--- src/rtl/txepad_pkg.sv ---
// Shared types for the transmit minimum-frame padder.
// Holds the state enum and the counter-width helper.
package txepad_pkg;

    typedef enum logic [1:0] {
        ST_IDLE = 2'd0,
        ST_DATA = 2'd1,
        ST_PAD  = 2'd2,
        ST_GAP  = 2'd3
    } state_t;

    // Smallest width able to hold max(a, b).
    function automatic int cnt_width(input int a, input int b);
        int m;
        m = (a > b) ? a : b;
        return $clog2(m + 1);
    endfunction

endpackage

--- src/rtl/txepad.sv ---
// Transmit minimum-frame enforcer on the MII nibble path.
// Pads short frames with zero nibbles and forces an inter-frame gap.
// Ports: i_clk, i_reset (sync, active high), i_ce nibble strobe,
//   i_en pad enable, i_cancel abort, i_v/i_d upstream nibble,
//   o_v/o_d output nibble, o_busy (PAD/GAP), o_err sticky violation.
module txepad
    import txepad_pkg::*;
#(
    parameter int MINNIBBLES = 120,
    parameter int IFGNIBBLES = 24
) (
    input  logic       i_clk,
    input  logic       i_reset,
    input  logic       i_ce,
    input  logic       i_en,
    input  logic       i_cancel,
    input  logic       i_v,
    input  logic [3:0] i_d,
    output logic       o_v,
    output logic [3:0] o_d,
    output logic       o_busy,
    output logic       o_err
);

    localparam int LGNCOUNT = cnt_width(MINNIBBLES, IFGNIBBLES);
    localparam logic [LGNCOUNT-1:0] NMIN = LGNCOUNT'(MINNIBBLES);
    localparam logic [LGNCOUNT-1:0] NIFG = LGNCOUNT'(IFGNIBBLES);

    state_t              state, state_nx;
    logic [LGNCOUNT-1:0] ncnt, ncnt_nx, ncnt_inc;
    logic [LGNCOUNT-1:0] gcnt, gcnt_nx, gcnt_inc;
    logic                last_v;
    logic                v_nx;
    logic [3:0]          d_nx;
    logic                err_nx;

    assign ncnt_inc = ncnt + 1'b1;
    assign gcnt_inc = gcnt + 1'b1;

    always_comb begin
        state_nx = state;
        ncnt_nx  = ncnt;
        gcnt_nx  = gcnt;
        v_nx     = 1'b0;
        d_nx     = 4'h0;
        err_nx   = o_err;
        unique case (state)
            ST_IDLE: begin
                // A frame starts only on a rising edge of i_v.
                if (i_v && !last_v && !i_cancel) begin
                    v_nx     = 1'b1;
                    d_nx     = i_d;
                    ncnt_nx  = LGNCOUNT'(1);
                    err_nx   = 1'b0;
                    state_nx = ST_DATA;
                end
            end
            ST_DATA: begin
                if (i_cancel) begin
                    gcnt_nx  = '0;
                    state_nx = ST_GAP;
                end else if (i_v) begin
                    v_nx = 1'b1;
                    d_nx = i_d;
                    if (ncnt < NMIN) ncnt_nx = ncnt_inc;
                end else if (i_en && (ncnt < NMIN)) begin
                    v_nx     = 1'b1;
                    ncnt_nx  = ncnt_inc;
                    gcnt_nx  = '0;
                    state_nx = (ncnt_inc == NMIN) ? ST_GAP : ST_PAD;
                end else begin
                    gcnt_nx  = '0;
                    state_nx = ST_GAP;
                end
            end
            ST_PAD: begin
                if (i_v) err_nx = 1'b1;
                if (i_cancel) begin
                    gcnt_nx  = '0;
                    state_nx = ST_GAP;
                end else begin
                    v_nx    = 1'b1;
                    ncnt_nx = ncnt_inc;
                    if (ncnt_inc == NMIN) begin
                        gcnt_nx  = '0;
                        state_nx = ST_GAP;
                    end
                end
            end
            ST_GAP: begin
                if (i_v) err_nx = 1'b1;
                gcnt_nx = gcnt_inc;
                if (gcnt_inc == NIFG) state_nx = ST_IDLE;
            end
            default: state_nx = ST_IDLE;
        endcase
    end

    always_ff @(posedge i_clk) begin
        if (i_reset) begin
            state  <= ST_IDLE;
            ncnt   <= '0;
            gcnt   <= '0;
            last_v <= 1'b0;
            o_v    <= 1'b0;
            o_d    <= 4'h0;
            o_busy <= 1'b0;
            o_err  <= 1'b0;
        end else if (i_ce) begin
            state  <= state_nx;
            ncnt   <= ncnt_nx;
            gcnt   <= gcnt_nx;
            last_v <= i_v;
            o_v    <= v_nx;
            o_d    <= d_nx;
            o_busy <= (state_nx == ST_PAD) || (state_nx == ST_GAP);
            o_err  <= err_nx;
        end
    end

endmodule

--- config.mk ---
export PLATFORM = sky130hd
export DESIGN_NAME = txepad
export DESIGN_NICKNAME = d
export VERILOG_FILES = /design/src/rtl/txepad_pkg.sv /design/src/rtl/txepad.sv
export SDC_FILE = /design/constraint.sdc
export NUM_CORES = 1
export LEC_CHECK = 0
export ABC_AREA = 1
export BUFFER_PORTS_ARGS = -buffer_cell sky130_fd_sc_hd__buf_2
export CELL_PAD_IN_SITES_DETAIL_PLACEMENT = 1
export CELL_PAD_IN_SITES_GLOBAL_PLACEMENT = 1
export CORE_MARGIN = 1
export CORE_UTILIZATION = 40
export CTS_CLUSTER_SIZE = 8
export DETAILED_ROUTE_END_ITERATION = 7
export GPL_TIMING_DRIVEN = 0
export MAX_ROUTING_LAYER = met4
export PLACE_DENSITY_LB_ADDON = 0.1
export SLEW_MARGIN = 20
export SYNTH_ARGS = -nofsm -noshare
export SYNTH_HDL_FRONTEND = slang
export SYNTH_SLANG_ARGS = --single-unit
--- constraint.sdc ---
create_clock -name i_clk -period 3.55 [get_ports i_clk]
set_clock_uncertainty 0.15 [all_clocks]
set_input_delay 0.1775 -clock i_clk [delete_from_list [all_inputs] [get_ports i_clk]]
set_output_delay 0.1775 -clock i_clk [all_outputs]
set_load 0.005 [all_outputs]
==> flow_summary.ini, run 1 <==
[run_status]
status = finished clean

[power_and_ir_drop]
leakage_nw = 0.7497
max-vdd-ir-drop_v = 0.0002507
p_per_area_nw_per_um2 = 339.1

[sta]
max-slew-margin-rel = 0.6582
tightest_slew_ns = 0.5127
rsz0062_at_grt = false
finalCritPeriodShare = 0.5755
fin_hold_ws_ns = 0.03628
final.setup.worst_slack_ns = 1.507
min_period_ns = 2.043
setup-violations-final = 0
finalMaxSlewViolations = 0
setup_tns_ns = 0
fmax_mhz = 489.5
finalHoldViolCount = 0

[clock_tree]
ctsHoldBuffers = 0
cts_setup_buffers = 0
clock_sinks = 23
clk_latency_ns = 0.28
clk_pin_slew_worst_paths_ns = 0.09
cts_tree = done
cts_resized = 0
cts_buffers = 3
h-tree-depth = 1
root_buffer = clkbuf_8
clockBufferDepth = 2

[global_route]
overflow = 0
first_global_vias = 1509
grt_pass1_wl_um = 6672
grt_max_degree = 14
antenna_found_initial = 0
track_usage = 0.2204

[drt]
drc = 0
num_vias = 1443
wl_per_cell_um = 12.40
initialDrtViolationCount = 32
avgViaCountPerCell = 5.010
drtAntennaViolNets = 0
wl_um = 3570
first_pass_iters = 4

[run]
maxCapViolCount = 0

[floorplanning]
die_h_um = 62.65
die_w_um = 62.65
num_rows = 21
dieArea_sq_um = 3925
initial_utilization = 0.4275
core_area_sq_um = 3442
io_pins = 17

[worst_setup_path]
critPathLaunchType = flop
reg2reg_depth = 9
worstPathCellList = inv_1 > ha_1 > inv_1 > o21ai_0 > o21ai_0 > nand3_2 > inv_2 > o21ai_0 > o211a_1
endpoint_kind = flop
max_stage_delay_ns = 0.46
crit_fanout = 8
r2r-end = ncnt[2]$_SDFFE_PP0P_
crit_top_cell = o21ai_0
worstPathArrival_ns = 2.07
criticalPathCategory = flop to flop
cp_slowest_cell = dfxtp_1
r2r_setup_slack_ns = 1.51
r2r_start = o_busy$_SDFFE_PP0P_
cp_num_buf_inv = 3
required_ns = 3.58
crit_family = flip-flops

[placed_design]
post-dp-hpwl_um = 2748
globalplace.congestion = 0.8025
place_ws_ns = 1.499
port_buffers = 15

[synthesis]
syn_area_sq_um = 1471
netlist_instances = 223
yosysSeqAreaShare = 0.3129
synth_nets = 240
synth-seq-cells = 23
syn_area_per_cell_sq_um = 6.598
yosys_warnings = 0
synth_cell_types = 29

[hold_path]
worstHoldStart = i_reset
min_to = o_d[2]$_SDFFE_PP0P_
min_path_type = input port to flop
whs_path_depth = 4

[final_layout]
nets = 260
area_growth_pct = 12.16
drive_above_1_share = 0.1529
diodes = 0
[worst reg2reg max path, delay by kind of cell, from the launching register on]
kind | cells | cell delay [ns]
compound gates | 4 | 0.43
fa+ha+maj | 1 | 0.27
buf+inv | 3 | 0.44
flops | 1 | 0.46
simple gates | 1 | 0.21
[registers in the layout, indices dropped and copies added (netlist names)]
name and cells:
gcnt 7, ncnt 7, o_err 1, o_busy 1, state 1, o_v 1
o_d 4, last_v 1
[synthesized netlist by cell type]
cell | count | area share
buf_6 | 1 | 0.0077
ha_1 | 7 | 0.060
clkbuf_1 | 2 | 0.0051
o21ai_0 | 15 | 0.051
inv_1 | 28 | 0.071
a21oi_4 | 1 | 0.011
nand3_1 | 9 | 0.031
nor2_2 | 1 | 0.0043
a21oi_2 | 1 | 0.0060
dfxtp_1 | 23 | 0.31
nand3_2 | 4 | 0.027
nand3b_1 | 2 | 0.010
nor3_1 | 1 | 0.0034
a31oi_1 | 2 | 0.0085
nor2_4 | 1 | 0.0077
xor2_1 | 1 | 0.0060
buf_2 | 2 | 0.0068
or2_2 | 1 | 0.0043
nor3b_1 | 4 | 0.020
a211oi_1 | 2 | 0.010
nand2_1 | 50 | 0.13
a21oi_1 | 11 | 0.037
o21bai_1 | 1 | 0.0051
nand2_2 | 3 | 0.013
o21bai_2 | 1 | 0.0077
nor2_1 | 38 | 0.097
o211a_1 | 2 | 0.014
nand4_1 | 7 | 0.030
inv_2 | 2 | 0.0051
[kinds of logic (layout without fill, tap and decap cells)]
family | after synthesis | count (layout) | synth area share
simple gates | 121 | 121 | 0.3750
fa+ha+maj | 7 | 7 | 0.05952
compound gates | 36 | 36 | 0.1505
xor+xnor | 1 | 1 | 0.005953
buf+inv | 35 | 54 | 0.09609
flops | 23 | 23 | 0.3129
[layout by cell type, fill, tap and decap left out, types with 2 or more instances in the layout]
master	Yosys	layout
buf_2	2	17
nand3_1	9	9
inv_1	28	28
inv_2	2	2
clkbuf_1	2	2
a31oi_1	2	2
nand2_2	3	3
nor3b_1	4	4
o211a_1	2	2
a211oi_1	2	2
dfxtp_1	23	23
ha_1	7	7
o21ai_0	15	15
nor2_1	38	38
nand2_1	50	50
nand3_2	4	4
a21oi_1	11	11
clkbuf_8	0	3
nand4_1	7	7
nand3b_1	2	2
[worst max-delay path by stage]
stage	end	slack, ns	cells after the start	start
finish	ncnt[2]$_SDFFE_PP0P_	1.51	9	o_busy$_SDFFE_PP0P_
global placement	gcnt[5]$_SDFFE_PP0P_	1.51	10	o_busy$_SDFFE_PP0P_
detailed placement	gcnt[5]$_SDFFE_PP0P_	1.50	10	o_busy$_SDFFE_PP0P_
floorplan	gcnt[4]$_SDFFE_PP0P_	1.75	10	o_busy$_SDFFE_PP0P_
global route	gcnt[3]$_SDFFE_PP0P_	1.31	10	o_busy$_SDFFE_PP0P_
CTS	gcnt[5]$_SDFFE_PP0P_	1.47	10	o_busy$_SDFFE_PP0P_
[metrics by stage]
stage	utilization	std cells	power [mW]	area (sq um)
after detailed placement	0.4660	284	0.3949	1604
after global placement	0.4660	284	0.3921	1604
after floorplan	-	223	0.3628	1471
final	0.4795	288	0.5596	1650
after global routing	0.4795	288	0.6000	1650
after CTS	0.4795	288	0.5714	1650
[cell type report]
class	count	area (sq um)
Fill cell	492	1792
Multi-Input combinational cell	165	869.6
Sequential cell	23	460.4
Inverter	30	112.6
Timing Repair Buffer	15	75.07
Tap cell	46	57.56
Clock buffer	3	41.29
Buffer	5	28.78
Clock inverter	1	5.005
[metal layers]
layer  up-vias  global-route usage  share of wire
met4         0             0.07849          0.020
met5         -                   -              0
met1       667              0.2670           0.48
met2        13              0.3696           0.48
li1        758                   -              -
met3         5             0.03285          0.017
[power by group]
part / switching, mW / total [mW] / leakage, nW / internal (mW)
Clock: 0.0930 / 0.172 / 0.0255 / 0.0788
Sequential: 0.0154 / 0.289 / 0.188 / 0.274
Combinational: 0.0615 / 0.0988 / 0.537 / 0.0373
(Power assumes the default switching activity.)
==> run 2: changes to the inputs <==
Clock period 3.55 ns to 1.9 ns, I/O delays scaled along.
==> run 2 against run 1 <==
Against the previous run:
- first-iteration DRC count grew 84%
- non-clock buffer count increased by 11
- maximum frequency increased by 13%
- utilization grew 5.4 points
==> flow_summary.ini, run 2 (synthesized netlist as in run 1, its figures left out) <==
[run_status]
status = finished clean

[global_route]
track_usage = 0.2295
overflow = 0
first_global_vias = 1576
antenna_found_initial = 0
grt_pass1_wl_um = 6982
grt_max_degree = 14

[sta]
finalHoldViolCount = 0
finalMaxSlewViolations = 0
max-slew-margin-rel = 0.6394
setup_tns_ns = 0
min_period_ns = 1.805
tightest_slew_ns = 0.5409
finalCritPeriodShare = 0.9501
setup-violations-final = 0
fmax_mhz = 554.0
fin_hold_ws_ns = 0.05813

[final_layout]
diodes = 0
nets = 271
fillerInstances = 482
reg_top3 = gcnt: 7 flops, ncnt: 7 flops, o_d: 4 flops
fin_cells = 299
multi_input_area_sq_um = 939.7
drive_above_1_share = 0.2609
area_growth_pct = 24.83
stdcell_area_sq_um = 1837
seq_area_sq_um = 480.5
most-common-layout-cells = nand2_1 (49), nor2_1 (36), inv_1 (24), buf_2 (16)
mostFrequentLayoutCell = nand2_1

[floorplanning]
initial_utilization = 0.4275
die_h_um = 62.65
io_pins = 17
num_rows = 21
core_area_sq_um = 3442
die_w_um = 62.65
dieArea_sq_um = 3925

[worst_setup_path]
reg2reg_depth = 11
worstPathCellList = ha_4 > nand2_4 > inv_1 > nand3_2 > nor2_4 > nand3_4 > a21oi_4 > buf_4 > nand2_1 > nand2_1 > nor2_1
crit_fanout = 5
worstPathArrival_ns = 1.84
cp_slowest_cell = dfxtp_4
max_stage_delay_ns = 0.39
critPathLaunchType = flop
crit_top_cell = nand2_1
required_ns = 1.93
endpoint_kind = flop
r2r-end = gcnt[0]$_SDFFE_PP0P_
r2r_setup_slack_ns = 0.09
critPathLaunch = ncnt[0]$_SDFFE_PP0P_
criticalPathCategory = flop to flop
r2r_start = ncnt[0]$_SDFFE_PP0P_
crit_end = gcnt[0]$_SDFFE_PP0P_

[power_and_ir_drop]
seqPwrFrac = 0.499
p_switching_uw = 337.7
intPower_uw = 747.6
comb_power_share = 0.203
leakage_nw = 0.8180
switching_share = 0.3112
max-vdd-ir-drop_v = 0.0004607
p_per_area_nw_per_um2 = 590.9
clkPwrFrac = 0.298

[hold_path]
worstHoldStart = i_d[1]
min_path_type = input port to flop

[placed_design]
place_area_sq_um = 1604
globalplace.congestion = 0.8025
dp_cells = 284
port_buffers = 15
post-dp-hpwl_um = 2748

[clock_tree]
root_buffer = clkbuf_8
clock_sinks = 23
clk_pin_slew_worst_paths_ns = 0.09
cts_buffers = 3
h-tree-depth = 1
clockBufferDepth = 2
cts_tree = done
clk_latency_ns = 0.28

[drt]
wl_per_cell_um = 13.58
wl_um = 4059
first_pass_iters = 4
drc = 0
num_vias = 1519
drtAntennaViolNets = 0
initialDrtViolationCount = 59
avgViaCountPerCell = 5.080

[run]
maxCapViolCount = 0
## run 2: changes by cell type in the layout (fill, tap and decap cells not counted), sizes merged
cell and change:
buf +8, dlygate4sd3 +3
## run 2: cell type report
cell class	count	area share
sequential	23	0.2616
inverter	30	0.06131
tap	46	0.03134
buffer	5	0.01703
clock inverter	1	0.002725
multi-input combinational	165	0.5116
clock buffer	3	0.02248
timing repair buffer	26	0.09196
## run 2: through the flow
stage	utilization	worst slack, ns	power (mW)
floorplan	-	0.1026	0.6778
global placement	0.4660	-0.1360	0.7327
detailed placement	0.4660	-0.1510	0.7378
CTS	0.5005	-0.001080	1.081
global route	0.5336	-0.03396	1.148
finish	0.5336	0.09491	1.085
## run 2: critical path: cells and delay by family (launching register included)
family / cells / cell delay, ns
DFF: 1 / 0.39
AOI/OAI and AO/OA: 1 / 0.20
and+or+nand+nor: 7 / 0.55
buffers and inverters: 2 / 0.26
adders and majority gates: 1 / 0.15
## run 2: worst min path at each step
stage / end / slack (ns) / cells after the start
4_1_cts: o_d[1]$_SDFFE_PP0P_ / 0.06 / 4
5_1_grt: o_d[1]$_SDFFE_PP0P_ / 0.09 / 4
6_report: o_d[1]$_SDFFE_PP0P_ / 0.06 / 4
2_1_floorplan: o_err$_SDFFE_PP0P_ / 0.10 / 2
3_3_place_gp: o_d[2]$_SDFFE_PP0P_ / 0.23 / 4
3_5_place_dp: o_d[2]$_SDFFE_PP0P_ / 0.25 / 4
## run 2: power groups by stage
stage,Sequential [mW],Clock [mW],Combinational (mW)
2_1_floorplan,0.545,0,0.133
3_3_place_gp,0.551,0,0.182
3_5_place_dp,0.552,0,0.186
4_1_cts,0.540,0.339,0.201
5_1_grt,0.547,0.351,0.251
6_report,0.541,0.324,0.220
## run 2: what timing repair did
action | CTS | global route
buffers inserted | 3 | 4
gates resized for setup | 7 | 28
hold buffers | 3 | 0
cloned | 1 | 0
setup endpoints to repair | 15 | 18
endpoints found under the hold margin | 4 | 0
pin swaps | 3 | 6
## run 2: metal layers
layer  global-route usage  part of all wire  up-vias  wire (um)
met3              0.03285             0.024        5         96
met4              0.07849             0.017        0         70
met2               0.3995              0.51       18       2062
met5                    -                 0        -          0
met1               0.2682              0.45      713       1830
li1                     -                 -      783          -
==> run 3: changes to the inputs <==
Settings changed: HOLD_SLACK_MARGIN set to 0.08.
==> run 3 against run 2 <==
Against the previous run:
- clock power hardly changed
- non-clock buffer count grew 4
- critical path depth did not move
- worst setup slack is essentially flat
- global-route usage is 0.24 points higher
- die area unchanged
- worst hold slack better by 0.13 ns
==> flow_summary.ini, run 3 (synthesized netlist as in run 1, its figures left out) <==
[run_status]
status = finished clean

[floorplanning]
die_w_um = 62.65
core_area_sq_um = 3442
dieArea_sq_um = 3925
initial_utilization = 0.4275
die_h_um = 62.65
num_rows = 21
io_pins = 17

[global_route]
first_global_vias = 1604
antenna_found_initial = 0
overflow = 0
grt_pass1_wl_um = 7072
grt_max_degree = 14
track_usage = 0.2319

[sta]
finalMaxSlewViolations = 0
max-slew-margin-rel = 0.6384
setup_tns_ns = 0
setup-violations-final = 0
finalHoldViolCount = 0
fmax_mhz = 553.9
finalCritPeriodShare = 0.9501
min_period_ns = 1.805
tightest_slew_ns = 0.5425
fin_hold_ws_ns = 0.1873

[worst_setup_path]
crit_fanout = 5
cp_slowest_cell = dfxtp_4
criticalPathCategory = flop to flop
cp_num_buf_inv = 2
critPathLaunch = ncnt[0]$_SDFFE_PP0P_
r2r_start = ncnt[0]$_SDFFE_PP0P_
crit_end = gcnt[0]$_SDFFE_PP0P_
reg2reg_depth = 11
crit_top_cell = nand2_1
required_ns = 1.93
critPathLaunchType = flop
endpoint_kind = flop
worstPathArrival_ns = 1.84
max_stage_delay_ns = 0.39
r2r-end = gcnt[0]$_SDFFE_PP0P_
path_depth = 11
crit_family = simple AND/OR/NAND/NOR gates
worstPathCellList = ha_4 > nand2_4 > inv_1 > nand3_2 > nor2_4 > nand3_4 > a21oi_4 > buf_4 > nand2_1 > nand2_1 > nor2_1
r2r_setup_slack_ns = 0.09

[drt]
first_pass_iters = 4
drc = 0
initialDrtViolationCount = 53
wl_per_cell_um = 13.49
num_vias = 1542
drtAntennaViolNets = 0
wl_um = 4087
avgViaCountPerCell = 5.089

[power_and_ir_drop]
max-vdd-ir-drop_v = 0.0004607
p_per_area_nw_per_um2 = 581.7
power_mw = 1.092
leakage_nw = 0.8347

[final_layout]
nets = 275
fin_cells = 303
stdcell_area_sq_um = 1877
mostFrequentLayoutCell = nand2_1
most-common-layout-cells = nand2_1 (49), nor2_1 (36), inv_1 (24), buf_2 (16)
diodes = 0
area_growth_pct = 27.55
reg_top3 = gcnt: 7 flops, ncnt: 7 flops, o_d: 4 flops
fillerInstances = 479
drive_above_1_share = 0.2568

[placed_design]
globalplace.congestion = 0.8025
port_buffers = 15
post-dp-hpwl_um = 2748
place_area_sq_um = 1604
dp_cells = 284

[clock_tree]
clk_latency_ns = 0.28
root_buffer = clkbuf_8
clock_sinks = 23
h-tree-depth = 1
cts_tree = done
clk_pin_slew_worst_paths_ns = 0.09
clockBufferDepth = 2
cts_buffers = 3

[run]
maxCapViolCount = 0

[hold_path]
whs_path_depth = 7
min_path_type = input port to flop
-- run 3: cell type report --
class                           instances  area (sq um)  share of cell area
Inverter                               30         112.6             0.06000
Timing Repair Buffer                   30         209.0              0.1113
Sequential cell                        23         480.5              0.2560
Clock inverter                          1         5.005            0.002667
Clock buffer                            3         41.29             0.02200
Tap cell                               46         57.56             0.03067
Buffer                                  5         31.28             0.01667
Multi-Input combinational cell        165         939.7              0.5007
-- run 3: worst min-delay path by stage --
stage,start,endpoint,slack (ns)
2_1_floorplan,i_v,o_err$_SDFFE_PP0P_,0.10
3_3_place_gp,i_reset,o_d[2]$_SDFFE_PP0P_,0.23
3_5_place_dp,i_reset,o_d[2]$_SDFFE_PP0P_,0.25
4_1_cts,i_cancel,state[0]$_SDFFE_PP0P_,0.14
5_1_grt,i_en,o_v$_SDFFE_PP0P_,0.21
6_report,i_en,o_v$_SDFFE_PP0P_,0.19
-- run 3: what timing repair did --
action / 4_1_cts / 5_1_grt
buffers inserted: 3 / 4
setup endpoints to repair: 15 / 19
gates resized for setup: 7 / 28
endpoints found under the hold margin: 8 / 0
cloned: 1 / 0
pin swaps: 3 / 7
hold buffers: 7 / 0
-- run 3: worst min-delay path, stage by stage --
cell and delay, ns:
buf_2 0.11, nand2_1 0.06, nand2_1 0.06, nand3_1 0.07, nand2_1 0.05, nand3_1 0.07
a21oi_1 0.06
-- run 3: power breakdown --
| group | total [mW] | internal [mW] | switching, mW |
|---|---|---|---|
| logic | 0.226 | 0.0956 | 0.131 |
| registers | 0.542 | 0.510 | 0.0316 |
| clock network | 0.324 | 0.147 | 0.176 |
| total | 1.09 | 0.753 | 0.339 |
-- run 3: layer usage --
layer / up-vias / wire length, um / share of wire / track usage
li1: 791 / - / - / -
met1: 725 / 1832 / 0.45 / 0.2760
met2: 21 / 2072 / 0.51 / 0.3981
met3: 5 / 111 / 0.027 / 0.03285
met4: 0 / 70 / 0.017 / 0.07849
met5: - / 0 / 0 / -
-- run 3: stage by stage --
step | utilization | worst slack (ns)
2_1_floorplan | - | 0.1026
3_3_place_gp | 0.4660 | -0.1360
3_5_place_dp | 0.4660 | -0.1510
4_1_cts | 0.5122 | -0.001080
5_1_grt | 0.5453 | -0.03396
6_report | 0.5453 | 0.09477
